<file path="src/rtl/mtr_pwm_ramp_drv_if.sv">
// Speed-command / gate-drive bundle between the motor speed controller and the PWM driver.
interface mtr_pwm_ramp_drv_if #(
    parameter int NCH   = 2,
    parameter int SPD_W = 11
);
    logic                 en;
    logic [NCH*SPD_W-1:0] spd;
    logic [NCH-1:0]       pwm1;
    logic [NCH-1:0]       pwm2;
    logic                 period_tick;
    logic [NCH-1:0]       at_target;

    modport master (output en, spd, input pwm1, pwm2, period_tick, at_target);
    modport slave  (input en, spd, output pwm1, pwm2, period_tick, at_target);
endinterface

</file>
<file path="src/rtl/mtr_pwm_ramp_drv.sv">
// N-channel H-bridge PWM driver: signed speed -> slew-limited offset-binary duty,
// complementary gate pairs with dead time, all channels sharing one period counter.
module mtr_pwm_ramp_drv #(
    parameter int NCH       = 2,
    parameter int SPD_W     = 11,
    parameter int DEAD      = 8,
    parameter int RAMP_STEP = 64
) (
    input  logic                clk,
    input  logic                rst_n,
    mtr_pwm_ramp_drv_if.slave   bus
);

    localparam int                     DT_W    = $clog2(DEAD + 1);
    localparam logic [SPD_W-1:0]       MID     = {1'b1, {(SPD_W-1){1'b0}}};
    localparam logic [SPD_W-1:0]       CNT_MAX = '1;
    localparam logic signed [SPD_W:0]  STEP_S  = (SPD_W+1)'(RAMP_STEP);
    localparam logic [SPD_W-1:0]       STEP_U  = SPD_W'(RAMP_STEP);
    localparam logic [DT_W-1:0]        DEAD_V  = DT_W'(DEAD);

    logic [SPD_W-1:0] cnt_q;
    logic [SPD_W-1:0] cnt_d;
    logic             periodTick;
    logic [NCH-1:0]   pwm1W;
    logic [NCH-1:0]   pwm2W;
    logic [NCH-1:0]   atW;

    assign cnt_d      = cnt_q + 1'b1;
    assign periodTick = (cnt_q == CNT_MAX);

    // The period counter free-runs even while coasting so all channels stay phase-aligned.
    always_ff @(posedge clk or negedge rst_n) begin
        if (!rst_n) begin
            cnt_q <= '0;
        end else begin
            cnt_q <= cnt_d;
        end
    end

    for (genvar k = 0; k < NCH; k++) begin : g_ch
        logic [SPD_W-1:0]        spdK;
        logic [SPD_W-1:0]        tgt;
        logic signed [SPD_W:0]   diff;
        logic [SPD_W-1:0]        cur_q;
        logic [SPD_W-1:0]        cur_d;
        logic                    raw_q;
        logic                    raw_d;
        logic [DT_W-1:0]         dt_q;
        logic [DT_W-1:0]         dt_d;
        logic                    at_q;
        logic                    at_d;

        assign spdK = bus.spd[k*SPD_W +: SPD_W];
        assign tgt  = spdK ^ MID;

        // Duty moves only at the period boundary so a PWM period never sees two duty values.
        always_comb begin
            diff  = $signed({1'b0, tgt}) - $signed({1'b0, cur_q});
            cur_d = cur_q;
            if (!bus.en) begin
                cur_d = MID;
            end else if (periodTick) begin
                if ((RAMP_STEP == 0) || ((diff <= STEP_S) && (diff >= -STEP_S))) begin
                    cur_d = tgt;
                end else if (diff > 0) begin
                    cur_d = cur_q + STEP_U;
                end else begin
                    cur_d = cur_q - STEP_U;
                end
            end
        end

        always_comb begin
            raw_d = bus.en & (cnt_q < cur_q);
            at_d  = (cur_q == tgt);
            dt_d  = dt_q;
            if (!bus.en || (raw_d != raw_q)) begin
                dt_d = '0;
            end else if (dt_q != DEAD_V) begin
                dt_d = dt_q + 1'b1;
            end
        end

        always_ff @(posedge clk or negedge rst_n) begin
            if (!rst_n) begin
                cur_q <= MID;
                raw_q <= 1'b0;
                dt_q  <= '0;
                at_q  <= 1'b0;
            end else begin
                cur_q <= cur_d;
                raw_q <= raw_d;
                dt_q  <= dt_d;
                at_q  <= at_d;
            end
        end

        // Gates open only once the raw level has held for the full dead time.
        assign pwm1W[k] =  raw_q & (dt_q == DEAD_V);
        assign pwm2W[k] = ~raw_q & (dt_q == DEAD_V);
        assign atW[k]   = at_q;
    end

    assign bus.pwm1        = pwm1W;
    assign bus.pwm2        = pwm2W;
    assign bus.at_target   = atW;
    assign bus.period_tick = periodTick;

endmodule

</file>
<file path="src/flat_wrapper.sv">
// flat-port wrapper written by rule: the top's interface ports become plain ports
module mtr_pwm_ramp_drv_flat 
#(
    parameter int NCH       = 2,
    parameter int SPD_W     = 11,
    parameter int DEAD      = 8,
    parameter int RAMP_STEP = 64
)
  (clk, rst_n, bus_en, bus_spd, bus_pwm1, bus_pwm2, bus_period_tick, bus_at_target);
  mtr_pwm_ramp_drv_if #(.NCH(NCH), .SPD_W(SPD_W)) bus_i ();
  input  logic clk;
  input  logic rst_n;
  input wire logic [$bits(bus_i.en)-1:0] bus_en;
  input wire logic [$bits(bus_i.spd)-1:0] bus_spd;
  output wire logic [$bits(bus_i.pwm1)-1:0] bus_pwm1;
  output wire logic [$bits(bus_i.pwm2)-1:0] bus_pwm2;
  output wire logic [$bits(bus_i.period_tick)-1:0] bus_period_tick;
  output wire logic [$bits(bus_i.at_target)-1:0] bus_at_target;
  assign bus_i.en = bus_en;
  assign bus_i.spd = bus_spd;
  assign bus_pwm1 = bus_i.pwm1;
  assign bus_pwm2 = bus_i.pwm2;
  assign bus_period_tick = bus_i.period_tick;
  assign bus_at_target = bus_i.at_target;
  mtr_pwm_ramp_drv #(.NCH(NCH), .SPD_W(SPD_W), .DEAD(DEAD), .RAMP_STEP(RAMP_STEP)) u_core (.clk(clk), .rst_n(rst_n), .bus(bus_i));
endmodule
</file>
<file path="config.mk">
export PLATFORM = sky130hd
export DESIGN_NAME = mtr_pwm_ramp_drv_flat
export DESIGN_NICKNAME = d
export VERILOG_FILES = /design/src/rtl/mtr_pwm_ramp_drv_if.sv /design/src/rtl/mtr_pwm_ramp_drv.sv /design/src/flat_wrapper.sv
export SDC_FILE = /design/constraint.sdc
export NUM_CORES = 1
export LEC_CHECK = 0
export CELL_PAD_IN_SITES_DETAIL_PLACEMENT = 1
export CELL_PAD_IN_SITES_GLOBAL_PLACEMENT = 1
export CORE_MARGIN = 4
export CORE_UTILIZATION = 46
export CTS_CLUSTER_DIAMETER = 30
export DETAILED_ROUTE_END_ITERATION = 12
export MAX_ROUTING_LAYER = met4
export PLACE_DENSITY_LB_ADDON = 0.1
export SYNTH_ARGS = -nofsm -noshare
export SYNTH_HDL_FRONTEND = slang
export SYNTH_SLANG_ARGS = --single-unit
</file>
<file path="constraint.sdc">
create_clock -name clk -period 8.79 [get_ports clk]
set_clock_uncertainty 0.15 [all_clocks]
set_input_delay 2.637 -clock clk [delete_from_list [all_inputs] [get_ports clk]]
set_output_delay 2.637 -clock clk [all_outputs]
set_load 0.02 [all_outputs]
</file>
==> summary.md <==
| Metric | Value |
|---|---|
| Status | `complete, no violations` |
| Finished Cell Area | `0.00484 mm2` |
| Post-DP HPWL | `8.88 mm` |
| Hold_buf cts | `0` |
| Die height | `105 um` |
| Hold Path Class | `flop to flop` |
| Layout area overhead | `10.9%` |
| PD cells | `92.3 mW/mm2` |
| Final ANT Viol Nets | `0` |
| Via count | `3887` |
| Arrival time at the worst endpoint | `6.79 ns` |
| I/O pin count | `32` |
| Crit. End Element | `flop` |
| P_leak | `2.17 nW` |
| Drt first pass iters | `4` |
| Via-to-Cell Ratio | `5.77` |
| RR Endpoint | `u_core.g_ch[1].cur_q[10]` |
| Routed WL | `11.1 mm` |
| Min Tclk post-route | `6.72 ns` |
| Fin. max-slew vios | `0` |
| Post-synthesis sequential area ratio | `25.8%` |
| Max clock buf depth | `2` |
| # Post-CTS Setup Buffers | `0` |
| Final Util | `52.4%` |
| Post-Syn Area | `0.00437 mm2` |
| Required @ worst endpoint | `8.87 ns` |
| CTS Root Cell | `clkbuf_8` |
| Least-Margin Pin Slew | `1.10 ns` |
| FP Rows | `35` |
| R2R depth | `16` |
| Share of the synthesized area in the top cell type | `24.6%` |
| Most frequent cells in the layout | `ha_1, inv_1, a21oi_1` |
| Nets | `627` |
| RePlAce Congestion | `0.875` |
| Vias in the first global route | `4069` |
| Global-route usage over all layers | `21.2%` |
| Syn. warnings | `0` |
| Post-synth EDFFs | `0` |
| DRC violations left | `0` |
| Grt ovf | `0` |
| Rel. slew slack | `26.8%` |
| First-pass GRT wire length | `19.2 mm` |
| Number of max-cap violations | `0` |
| Commonest non-fill, non-tap cell in the layout | `ha_1` |
| Post-synth ARST share | `100%` |
| Crit path launch type | `primary input` |
| Dominant cell type by area after synthesis | `dfrtp_1` |
| Distinct cell type count after synthesis | `63` |
| Clk slew on worst S/H paths | `0.09 ns` |
| Core area | `0.00924 mm2` |
| Setup Viol. Count Final | `0` |
| Initial core utilization | `47.3%` |
| Fmax | `0.149 GHz` |
| Port-buffer cells | `31` |
| Antenna violations before repair | `0` |
| WS Path Type | `primary input to flop` |
| Setup crit start | `bus_spd[11]` |
| Final Hold Viols | `0` |
| Setup slack, reg-to-reg | `4.52 ns` |
| Die Area | `0.0111 mm2` |
| CTS Sinks | `45` |
| R2R Path Start | `u_core.g_ch[1].cur_q[0]` |
| DP Worst Slack | `1.74 ns` |
| Post-synthesis cell count | `524` |
| DP Area | `0.00476 mm2` |
| Layout cells sized above 1 | `4.59%` |
| Antenna diodes | `0` |
| Setup WS post-layout | `2.07 ns` |
| TritonCTS clock tree | `built` |
| Post_cts resized | `0` |
| Routed len/inst | `16.4 um` |
| Setup TNS | `0 ns` |
| Yosys reg bits | `45` |
| CTS Buf Count | `5` |
| Largest net degree at the start of global routing | `46` |
| Peak supply drop | `53.1 uV` |
| Ys flop type | `dfrtp_1` |
| Final Cycle Share | `76.4%` |
| Syn Nets | `606` |
| RSZ-0062 raised after global routing | `false` |
| Largest cells by area after synthesis | `dfrtp_1, ha_1, a21oi_1` |
| Clk Latency, worst-skew pair | `0.29 ns` |
| CP Max Fanout | `3` |
| Die width | `105 um` |
| Htree depth | `2` |
| Crit path to | `u_core.g_ch[1].cur_q[10]` |
| Initial drt markers | `122` |
| Syn_area_per_cell | `8.34 um2` |
[worst max-delay path: stages]
cell             delay (ns)
clkdlybuf4s50_1        0.46
inv_1                  0.05
ha_1                   0.21
fa_1                   0.40
nor2b_1                0.20
o2111ai_1              0.18
a31oi_1                0.33
nor4_1                 0.08
a311oi_1               0.41
a41oi_1                0.31
inv_1                  0.20
ha_1                   0.29
a21o_1                 0.20
a21oi_1                0.20
xnor2_1                0.18
xnor2_1                0.15
mux2i_1                0.09
a31oi_1                0.19
[power breakdown]
group,total [mW],switching [mW],internal (mW)
combinational,0.104,0.0602,0.0436
sequential,0.210,0.00134,0.208
clock,0.134,0.0711,0.0626
total,0.447,0.133,0.315
[stage by stage]
stage	hold WS, ns	total power, mW	std cells
3_3_place_gp	0.361	0.314	667
6_report	0.369	0.447	674
4_1_cts	0.380	0.453	674
3_5_place_dp	0.369	0.318	667
5_1_grt	0.409	0.475	674
2_1_floorplan	0.316	0.284	524
[cell type report]
cell class / instances / area [um2]
inverter: 51 / 191
sequential: 45 / 1130
timing repair buffer: 32 / 313
fill: 1150 / 4400
clock buffer: 7 / 86.3
multi-input combinational: 410 / 2960
tap: 129 / 161
[worst min path at each step]
stage	start	endpoint	slack (ns)	cells past startpoint
2_1_floorplan	u_core.cnt_q[0]	u_core.cnt_q[0]	0.32	1
3_5_place_dp	u_core.cnt_q[0]	u_core.cnt_q[0]	0.37	1
5_1_grt	u_core.cnt_q[0]	u_core.cnt_q[0]	0.41	1
3_3_place_gp	u_core.cnt_q[0]	u_core.cnt_q[0]	0.36	1
6_report	u_core.cnt_q[0]	u_core.cnt_q[0]	0.37	1
4_1_cts	u_core.cnt_q[0]	u_core.cnt_q[0]	0.38	1
[state kept, by name, summed over array words and instances, names as in the netlist]
| name | flops |
|---|---|
| u_core.g_ch.at_q | 2 |
| u_core.cnt_q | 11 |
| u_core.g_ch.dt_q | 8 |
| u_core.g_ch.raw_q | 2 |
| u_core.g_ch.cur_q | 22 |
[Yosys cell counts, drive strengths merged (2+ instances only)]
library cell  count
mux2i             7
and2              3
fa                4
a21oi            50
and4              2
and3              6
nand3b           10
o21a              5
nand2            18
dfstp             2
inv              51
nand2b            8
o2111ai           2
nor4b             2
nor4              5
a31oi             2
buf               6
xor2             12
nor2b             5
dfrtp            43
or3              15
nand3            28
o21ai            28
a211o             4
o311ai            2
o21bai            9
o21ba             2
a311oi            2
xnor2            15
a211oi           12
nand4             7
nor2             40
or3b              2
nor3             19
ha               53
clkbuf           12
o31ai             5
a21o             12
[layer usage]
layer,share of wire (%),up-vias,track usage [%],routed length (um)
met1,47,1910,27.1,5210
met2,50,37,36.7,5560
met5,0,-,-,0
met4,0.94,0,4.12,104
met3,1.7,9,1.90,190
li1,-,1931,-,-
[kinds of logic (layout without fill, tap and decap cells)]
group | Yosys count | count (layout) | share of synthesized area, %
adders and majority gates | 57 | 57 | 17.0
xor gates and xnor gates | 27 | 27 | 5.58
muxes | 8 | 8 | 1.95
AOI/OAI and AO/OA | 145 | 145 | 22.1
buffers and inverters | 69 | 90 | 6.36
DFF | 45 | 45 | 25.8
and+or+nand+nor | 173 | 173 | 21.2
Note: power is estimated with default switching activity, not from simulation.
